File: src/rtl/riscv_tc_pkg.sv
// riscv_tc_pkg: shared state encoding, widths and saturating increment for the run controller
package riscv_tc_pkg;
    typedef enum logic [1:0] {IDLE, HOLD, RUN, DONE} tc_state_t;
    localparam int CHG_W = 8;
    function automatic logic [31:0] sat_inc(input logic [31:0] v, input int unsigned w);
        logic [31:0] m;
        m = 32'hFFFF_FFFF >> (32 - w);
        return v == m ? v : v + 32'd1;
    endfunction
endpackage

File: src/rtl/result_trace_buf.sv
// result_trace_buf: circular buffer of recent result values; idx 0 reads the newest entry
module result_trace_buf #(
    parameter int RESULT_W = 16,
    parameter int TRACE_DEPTH = 8
) (
    input  logic                           clk,
    input  logic                           reset,
    input  logic                           clear,
    input  logic                           wr,
    input  logic [RESULT_W-1:0]            din,
    input  logic [$clog2(TRACE_DEPTH)-1:0] idx,
    output logic [RESULT_W-1:0]            dout
);
    localparam int IW = $clog2(TRACE_DEPTH);
    logic [RESULT_W-1:0] mem [TRACE_DEPTH];
    logic [IW-1:0] ptr;
    // ptr is the next slot to write, so the newest entry sits one behind it
    always_comb dout = mem[ptr - IW'(1) - idx];
    always_ff @(posedge clk) begin
        if (reset || clear) begin
            for (int i = 0; i < TRACE_DEPTH; i++) mem[i] <= '0;
            ptr <= '0;
        end else if (wr) begin
            mem[ptr] <= din;
            ptr <= ptr + IW'(1);
        end
    end
endmodule

File: src/rtl/riscv_test_controller.sv
// riscv_test_controller: holds the core in reset, runs it, and reports pass on a stable expected result or timeout.
// Optional result trace buffer enabled by defining RESULT_TRACE_EN.
module riscv_test_controller
    import riscv_tc_pkg::*;
#(
    parameter int RESULT_W = 16,
    parameter int RESET_CYCLES = 4,
    parameter int TIMEOUT_CYCLES = 180,
    parameter int STABLE_CYCLES = 8,
    parameter int CNT_W = 16,
    parameter int TRACE_DEPTH = 8
) (
    input  logic                           clk,
    input  logic                           reset,
    input  logic                           start,
    input  logic [RESULT_W-1:0]            expected,
    input  logic [RESULT_W-1:0]            result,
    output logic                           core_reset,
    output logic                           busy,
    output logic                           done,
    output logic                           pass,
    output logic                           timeout,
    output logic [CNT_W-1:0]               cycle_count,
    output logic [CHG_W-1:0]               change_count,
    input  logic [$clog2(TRACE_DEPTH)-1:0] trace_idx,
    output logic [RESULT_W-1:0]            trace_data
);
    localparam int HW = $clog2(RESET_CYCLES + 1);
    localparam int SW = $clog2(STABLE_CYCLES + 1);
    tc_state_t state;
    logic [HW-1:0] hold_cnt;
    logic [SW-1:0] stable_cnt;
    logic [RESULT_W-1:0] exp_q, prev_q;
    logic [CNT_W-1:0] cnt_nxt;
    logic accept, match, changed, hit, tmo, trace_wr;
    always_comb begin
        accept = start && (state == IDLE || state == DONE);
        match = result == exp_q;
        changed = result != prev_q;
        cnt_nxt = CNT_W'(sat_inc(32'(cycle_count), CNT_W));
        hit = match && (32'(stable_cnt) + 32'd1 == 32'(STABLE_CYCLES));
        tmo = 32'(cnt_nxt) == 32'(TIMEOUT_CYCLES);
        trace_wr = state == RUN && changed;
    end
    always_ff @(posedge clk) begin
        if (reset) begin
            state <= IDLE;
            core_reset <= 1'b1;
            {busy, done, pass, timeout} <= '0;
            cycle_count <= '0;
            change_count <= '0;
            stable_cnt <= '0;
            hold_cnt <= '0;
            exp_q <= '0;
            prev_q <= '0;
        end else if (accept) begin
            state <= HOLD;
            exp_q <= expected;
            core_reset <= 1'b1;
            busy <= 1'b1;
            {done, pass, timeout} <= '0;
            cycle_count <= '0;
            change_count <= '0;
            stable_cnt <= '0;
            hold_cnt <= '0;
        end else begin
            case (state)
                HOLD: begin
                    if (hold_cnt == HW'(RESET_CYCLES - 1)) begin
                        state <= RUN;
                        core_reset <= 1'b0;
                        prev_q <= result;
                    end else begin
                        hold_cnt <= hold_cnt + HW'(1);
                    end
                end
                RUN: begin
                    cycle_count <= cnt_nxt;
                    stable_cnt <= match ? stable_cnt + SW'(1) : '0;
                    if (changed) begin
                        change_count <= CHG_W'(sat_inc(32'(change_count), CHG_W));
                        prev_q <= result;
                    end
                    // pass takes priority when both exits land on the same cycle
                    if (hit || tmo) begin
                        state <= DONE;
                        core_reset <= 1'b1;
                        busy <= 1'b0;
                        done <= 1'b1;
                        pass <= hit;
                        timeout <= !hit;
                    end
                end
                default: ;
            endcase
        end
    end
`ifdef RESULT_TRACE_EN
    result_trace_buf #(.RESULT_W(RESULT_W), .TRACE_DEPTH(TRACE_DEPTH)) u_trace (
        .clk(clk),
        .reset(reset),
        .clear(accept),
        .wr(trace_wr),
        .din(result),
        .idx(trace_idx),
        .dout(trace_data)
    );
`else
    logic unused_trace;
    assign unused_trace = ^{trace_idx, trace_wr};
    assign trace_data = '0;
`endif
endmodule

File: config.mk
export PLATFORM = sky130hd
export DESIGN_NAME = riscv_test_controller
export DESIGN_NICKNAME = d
export VERILOG_FILES = /design/src/rtl/riscv_tc_pkg.sv /design/src/rtl/result_trace_buf.sv /design/src/rtl/riscv_test_controller.sv
export SDC_FILE = /design/constraint.sdc
export NUM_CORES = 1
export LEC_CHECK = 0
export BUFFER_PORTS_ARGS = -buffer_cell sky130_fd_sc_hd__buf_2
export CORE_MARGIN = 2
export CORE_UTILIZATION = 58
export DETAILED_ROUTE_END_ITERATION = 7
export PLACE_DENSITY = 0.85
export SETUP_SLACK_MARGIN = 0.5
export SLEW_MARGIN = 10
export SYNTH_ARGS = -nofsm -noshare
export SYNTH_HDL_FRONTEND = slang
export SYNTH_HIERARCHICAL = 1
export SYNTH_SLANG_ARGS = --single-unit
File: constraint.sdc
create_clock -name clk -period 6.1 [get_ports clk]
set_clock_uncertainty 0.1 [all_clocks]
set_input_delay 0.305 -clock clk [delete_from_list [all_inputs] [get_ports clk]]
set_output_delay 0.305 -clock clk [all_outputs]
set_load 0.05 [all_outputs]
# Yosys cells after proc, flatten, opt, wreduce, memory -nomap -nowiden
# Cells that the tools add are included.
# W data, S select, Z words.
[op_classes]
mux = 15
n_reduce_logical = 18
n_eq_ne = 15
bitwise_logic = 3
addsub = 5
[op_table]
columns = ["operator", "n"]
rows = [
  ["$mux W16", 3],
  ["$pmux W16 S2", 1],
  ["$add A16 B1 Y16 const B", 1],
  ["$eq A16 B16 Y1", 1],
  ["$eq A16 B16 Y1 const B", 1],
  ["$eq A16 B8 Y1 const B", 1],
  ["$ne A16 B16 Y1", 1],
  ["$reduce_and A3 Y1", 3],
  ["$add A8 B1 Y8 const B", 1],
  ["$eq A8 B8 Y1 const B", 1],
  ["$mux W1", 6],
  ["$reduce_and A2 Y1", 3],
  ["$reduce_bool A2 Y1", 3],
  ["$add A4 B1 Y5 const B", 1],
  ["$eq A5 B4 Y1 const B", 1],
  ["$add A4 B1 Y4 const B", 1],
  ["$eq A2 B2 Y1 const B", 2],
  ["$mux W2", 2],
  ["$mux W4", 1],
  ["$ne A2 B2 Y1 const B", 2],
  ["$pmux W2 S2", 1],
  ["$reduce_and A4 Y1", 1],
  ["$add A3 B1 Y3 const B", 1],
  ["$eq A3 B2 Y1 const B", 1],
  ["other kinds (12)", 16],
]
[totals]
output_inout_bits = 45
ff_bits = 70
in_bits = 38

# Longest topological paths before layout
[logic_depth]
word_depth = 7
ltp_mapped = 9

# Least setup slack after synthesis
# Ideal clock, no wire load.
[synth_timing]
kind = "reg2reg"
start = "register cycle_count[0]"
end = "register state[0]"
n_path_buf = 1
slack_ps = 3422
path_stages_with_launch = 10
synth_period_minus_slack_ps = 2678
arrival_time_ps = 2456
cell_sequence = "dfxtp_1 ha_1 and3_1 buf_4 and3_2 mux2i_1 nand2_1 nor3_4 o21bai_2 a311o_1"
[synth_between]
elab_chain_cells = 6
elab_cells_between_ends = 7
classes_between = "1 x add/sub; 3 x eq/ne; 1 x mux; 2 x reduce/logical"
[synth_lines]
columns = ["item", "line_no", "source"]
rows = [
  ["start, declared", "riscv_test_controller.sv:23", "output logic [CNT_W-1:0] cycle_count,"],
  ["start signal, assigned", "riscv_test_controller.sv:78", "cycle_count <= cnt_nxt;"],
  ["$add A16 B1 Y16 or $eq A16 B16 Y1 (tied branches)", "riscv_tc_pkg.sv:8", "return v == m ? v : v + 32'd1;"],
  ["$mux W16 (*)", "riscv_tc_pkg.sv:8", ""],
  ["$eq A16 B8 Y1 (*)", "riscv_test_controller.sv:42", "tmo = 32'(cnt_nxt) == 32'(TIMEOUT_CYCLES);"],
  ["$logic_or A1 B1 Y1 (*)", "riscv_test_controller.sv:85", "if (hit || tmo) begin"],
  ["$ne A3 B2 Y1 (no source line) (*)", "n/a", ""],
  ["$reduce_and A3 Y1 (no source line) (*)", "n/a", ""],
  ["end signal, assigned", "riscv_test_controller.sv:47", "state <= IDLE;"],
  ["end signal, assigned", "riscv_test_controller.sv:57", "state <= HOLD;"],
  ["end signal, assigned", "riscv_test_controller.sv:86", "state <= DONE;"],
  ["end, declared", "riscv_test_controller.sv:30", "tc_state_t state;"],
]
# Every way passes the cells marked *; elsewhere a longest branch is shown, timed or not.
# A chain may end at the register's enable or synchronous reset.

# Final worst setup path
# Same ends and word-level chain as after synthesis.

==> impl_metrics.xml <==
<?xml version="1.0" encoding="UTF-8"?>
<metrics>
  <group name="timing">
    <metric name="max_slew_margin" unit="%">36.81</metric>
    <metric name="slew_violations" unit="">0</metric>
    <metric name="tightest_slew" unit="ps">939.2</metric>
    <metric name="grt_setup_unrepaired" unit="">no</metric>
    <metric name="timing.fmax" unit="GHz">0.3743</metric>
    <metric name="hold_viol" unit="">0</metric>
    <metric name="final.setup.tns" unit="ps">0</metric>
    <metric name="fin_crit" unit="ps">2671</metric>
    <metric name="period_share" unit="%">43.79</metric>
    <metric name="final_count_of_negative_setup_slack_endpoints" unit="">0</metric>
    <metric name="hold_slack" unit="ps">82.93</metric>
  </group>
  <group name="clock_tree">
    <metric name="cts_root_buf" unit="">sky130_fd_sc_hd__clkbuf_8</metric>
    <metric name="post_cts_hold_buffer_count" unit="">0</metric>
    <metric name="clk-insertion-delay-late" unit="ps">350</metric>
    <metric name="cts.path.max_buffers" unit="">2</metric>
    <metric name="tritoncts" unit="">done</metric>
    <metric name="clkSlewWorstSetupHoldPaths" unit="ps">80</metric>
    <metric name="tritoncts.num_buffers" unit="">9</metric>
    <metric name="htree_num_levels" unit="">3</metric>
    <metric name="post_cts.repair.setup_buffers" unit="">0</metric>
    <metric name="tritoncts_num_sinks" unit="">70</metric>
    <metric name="post_cts_resized" unit="">0</metric>
  </group>
  <group name="yosys">
    <metric name="synth_compound_gate_area_share" unit="%">9.176</metric>
    <metric name="ys_types" unit="">52</metric>
    <metric name="synth-warning-count" unit="">6</metric>
    <metric name="postSynth.topFlopCell" unit="">sky130_fd_sc_hd__dfxtp_1</metric>
    <metric name="synth_top_family_by_area" unit="">simple AND/OR/NAND/NOR gates</metric>
    <metric name="yosys.area.top_type" unit="">sky130_fd_sc_hd__dfxtp_1</metric>
    <metric name="post_synth_and_or_nand_nor_area_fraction" unit="%">23.01</metric>
    <metric name="yosys-top-cells-area" unit="">sky130_fd_sc_hd__dfxtp_1, sky130_fd_sc_hd__xnor2_1, sky130_fd_sc_hd__mux2i_1</metric>
    <metric name="yosys-mux-area-fraction" unit="%">6.968</metric>
    <metric name="ys_ff_latch" unit="">70</metric>
    <metric name="yosys.area_share.xor_xnor" unit="%">12.07</metric>
    <metric name="ys_seq_area_share" unit="%">38.63</metric>
    <metric name="synth-adder-area-share" unit="%">2.760</metric>
    <metric name="synth.top_cell.area_share" unit="%">38.63</metric>
    <metric name="post_synth.cell_area_avg" unit="um2">8.698</metric>
    <metric name="proportion_of_synthesized_flip_flops_having_asynchronous_set_or_reset" unit="%">0</metric>
    <metric name="synth_enable_flop_cells" unit="">0</metric>
    <metric name="syn-cell-area" unit="mm2">0.003627</metric>
    <metric name="synth_cells" unit="">417</metric>
  </group>
  <group name="cells_and_area">
    <metric name="area.sequential" unit="mm2">0.001401</metric>
    <metric name="n_antenna_cell" unit="">0</metric>
    <metric name="area_growth_syn_to_layout" unit="%">13.66</metric>
    <metric name="count_of_non_filler_cells_in_the_finished_layout" unit="">552</metric>
    <metric name="layout.nets" unit="">518</metric>
    <metric name="postLayoutCellArea" unit="mm2">0.004123</metric>
    <metric name="multi_input_area" unit="mm2">0.002018</metric>
    <metric name="final_layout_size_suffix_gt1_share" unit="%">19.29</metric>
    <metric name="final.fill_count" unit="">469</metric>
  </group>
  <group name="min_path">
    <metric name="hold_path_startpoint" unit="">expected[7]</metric>
    <metric name="worst_hold_path_type" unit="">input pin to register</metric>
    <metric name="number_of_stages_on_the_worst_hold_path" unit="">3</metric>
    <metric name="hold_path_end" unit="">exp_q[7]</metric>
  </group>
  <group name="detailed_routing">
    <metric name="detail_route.wirelength" unit="mm">7.541</metric>
    <metric name="drt_first_iter_violations" unit="">181</metric>
    <metric name="routedWlPerCell" unit="um">13.66</metric>
    <metric name="drt.antenna.violating_nets" unit="">0</metric>
    <metric name="num_vias" unit="">3011</metric>
    <metric name="post_drt_via_cell_ratio" unit="">5.455</metric>
    <metric name="drc" unit="">0</metric>
    <metric name="firstDrtPassIters" unit="">5</metric>
  </group>
  <group name="setup_path">
    <metric name="reg2reg_depth" unit="">8</metric>
    <metric name="critical_path.n_buffers_inverters" unit="">0</metric>
    <metric name="worstSetupPathType" unit="">register to register</metric>
    <metric name="timing.critical_path.required" unit="ps">6230</metric>
    <metric name="critical_path.slowest_cell" unit="">sky130_fd_sc_hd__dfxtp_1</metric>
    <metric name="crit_path_max_incr_delay" unit="ps">440</metric>
    <metric name="critPathMaxFanout" unit="">7</metric>
    <metric name="r2r-end" unit="">state[0]</metric>
    <metric name="worstPathCellList" unit="">ha_1 &gt; and3_1 &gt; and3_2 &gt; mux2i_1 &gt; nand2_1 &gt; nor3_4 &gt; o21bai_2 &gt; a311o_1</metric>
    <metric name="r2r_start" unit="">cycle_count[0]</metric>
    <metric name="timing.critical_path.to_type" unit="">register</metric>
    <metric name="critical_path_arrival" unit="ps">2800</metric>
    <metric name="crit_path_start_kind" unit="">register</metric>
    <metric name="setup.reg_to_reg.worst_slack" unit="ps">3430</metric>
    <metric name="worst_path_dominant_cell_family" unit="">simple AND/OR/NAND/NOR gates</metric>
  </group>
  <group name="global_route">
    <metric name="grt.total_usage" unit="%">22.58</metric>
    <metric name="grt_first_pass_wirelength" unit="mm">13.05</metric>
    <metric name="number_of_global_route_vias_before_repair" unit="">2915</metric>
    <metric name="antenna_violations_before_repair" unit="">0</metric>
    <metric name="global_route.overflow_total" unit="">0</metric>
    <metric name="largest_net_degree_at_the_start_of_global_routing" unit="">37</metric>
  </group>
  <group name="place">
    <metric name="detailed_place_hpwl" unit="mm">5.384</metric>
    <metric name="buffer_ports.inserted" unit="">63</metric>
    <metric name="replace_congestion" unit="">0.8288</metric>
    <metric name="place_inst" unit="">536</metric>
    <metric name="dpl_cell_area" unit="mm2">0.003881</metric>
  </group>
  <group name="power_and_ir_drop">
    <metric name="pwr_density_cell" unit="mW/mm2">344.5</metric>
    <metric name="vdd.ir_drop.worst" unit="uV">260.6</metric>
    <metric name="cellLeakagePower" unit="uW">0.001643</metric>
    <metric name="total_power" unit="uW">1420</metric>
  </group>
  <group name="die">
    <metric name="die_outline_height" unit="um">83.08</metric>
    <metric name="top_level_ports" unit="">83</metric>
    <metric name="initial_util" unit="%">60.55</metric>
    <metric name="core_area" unit="mm2">0.005991</metric>
    <metric name="die_width" unit="um">83.08</metric>
    <metric name="die_area" unit="mm2">0.006902</metric>
    <metric name="rows" unit="">28</metric>
  </group>
  <group name="status">
    <metric name="outcome" unit="">finished clean</metric>
  </group>
  <group name="run">
    <metric name="max-cap-violations" unit="">0</metric>
  </group>
</metrics>
[flip-flops by register name (all words and copies together), names as in the netlist]
signal        cells
cycle_count      16
exp_q            16
prev_q           16
change_count      8
stable_cnt        4
hold_cnt          3
state             2
busy              1
core_reset        1
done              1
pass              1
timeout           1
[report_power, final]
group / leakage [uW] / total, uW / switching, uW / internal (uW)
registers: 0.000569 / 569 / 46.2 / 523
logic: 0.000955 / 408 / 252 / 157
clock network: 0.000119 / 443 / 178 / 265
[stage by stage]
stage / util (%) / worst slack (ps)
floorplan: - / 3422
global route: 68.82 / 3274
detailed placement: 64.79 / 3466
CTS: 68.82 / 3458
finish: 68.82 / 3429
global placement: 64.79 / 3489
[worst min-delay path: cells and delay by family]
family                 cells  cell delay, ps
buffers and inverters      1              90
and+or+nand+nor            1              40
AOI/OAI and AO/OA          1              50
[cells in the mapped netlist, types with 2 or more instances]
cell / n
sky130_fd_sc_hd__and2_1: 4
sky130_fd_sc_hd__nor3_1: 5
sky130_fd_sc_hd__nor4_1: 3
sky130_fd_sc_hd__nor4bb_1: 2
sky130_fd_sc_hd__o211a_1: 2
sky130_fd_sc_hd__xnor2_1: 36
sky130_fd_sc_hd__nand2b_1: 3
sky130_fd_sc_hd__o21ai_0: 6
sky130_fd_sc_hd__and3_1: 7
sky130_fd_sc_hd__nor2b_1: 2
sky130_fd_sc_hd__a31oi_1: 2
sky130_fd_sc_hd__a211o_1: 2
sky130_fd_sc_hd__nor3b_1: 2
sky130_fd_sc_hd__clkbuf_1: 13
sky130_fd_sc_hd__nor2_1: 47
sky130_fd_sc_hd__buf_2: 2
sky130_fd_sc_hd__nand4_1: 20
sky130_fd_sc_hd__a21oi_1: 25
sky130_fd_sc_hd__nand2_1: 56
sky130_fd_sc_hd__inv_1: 10
sky130_fd_sc_hd__nand3_1: 6
sky130_fd_sc_hd__buf_4: 17
sky130_fd_sc_hd__mux2i_1: 23
sky130_fd_sc_hd__xor2_1: 14
sky130_fd_sc_hd__and4_1: 3
sky130_fd_sc_hd__a211oi_1: 2
sky130_fd_sc_hd__dfxtp_1: 70
sky130_fd_sc_hd__buf_6: 2
sky130_fd_sc_hd__ha_1: 8
[worst max-delay path by stage]
| stage | start | to | slack (ps) | cells past startpoint |
|---|---|---|---|---|
| 4_1_cts | cycle_count[0] | state[0] | 3460 | 8 |
| 3_3_place_gp | result[5] | state[0] | 3490 | 8 |
| 6_report | cycle_count[0] | state[0] | 3430 | 8 |
| 2_1_floorplan | cycle_count[0] | state[0] | 3420 | 9 |
| 3_5_place_dp | result[5] | state[0] | 3470 | 8 |
| 5_1_grt | cycle_count[0] | state[0] | 3270 | 8 |
[placed cells by master, fill, tap and decap left out, drive strengths merged, types with 2 or more instances in the layout]
cell | synthesis | layout
nand2b | 3 | 3
and4 | 4 | 4
a21oi | 25 | 25
nand3 | 6 | 6
a211o | 2 | 2
a211oi | 3 | 3
xnor2 | 36 | 36
nor3 | 6 | 6
nor3b | 2 | 2
buf | 22 | 65
o21ai | 6 | 6
nor4 | 3 | 3
o211a | 2 | 2
nor2 | 47 | 47
clkbuf | 14 | 12
nor4bb | 2 | 2
o21bai | 2 | 2
nand4 | 21 | 21
and2 | 5 | 5
dfxtp | 70 | 70
and3 | 8 | 8
conb | 1 | 16
nand2 | 56 | 56
nor2b | 2 | 2
a31oi | 2 | 2
xor2 | 14 | 14
mux2i | 24 | 24
ha | 8 | 8
bufinv | 0 | 2
inv | 10 | 11
[layout make-up]
cell class                 count  share of cell area [%]
clock inverter                 4                   1.851
multi-input combinational    316                   48.95
clock buffer                  12                   4.006
timing repair buffer          65                   8.012
inverter                      10                  0.9105
tap                           75                   2.276
sequential                    70                   33.99
[metal layers]
layer  global-route usage (%)  vias to the layer above  wire [um]
met5                        0                        -          0
met4                    8.644                        0        130
met3                    4.076                       12        369
met2                    39.37                       80       3719
met1                    27.58                     1416       3321
li1                         -                     1503          -
[logic make-up after synthesis]
| family | after synthesis |
|---|---|
| XOR/XNOR | 50 |
| other | 1 |
| flip-flops | 70 |
| adder cells (fa/ha/maj) | 8 |
| multiplexers | 24 |
| AO/OA/AOI/OAI | 50 |
| AND/OR/NAND/NOR | 168 |
| buffers and inverters | 46 |
(Power assumes the default switching activity.)
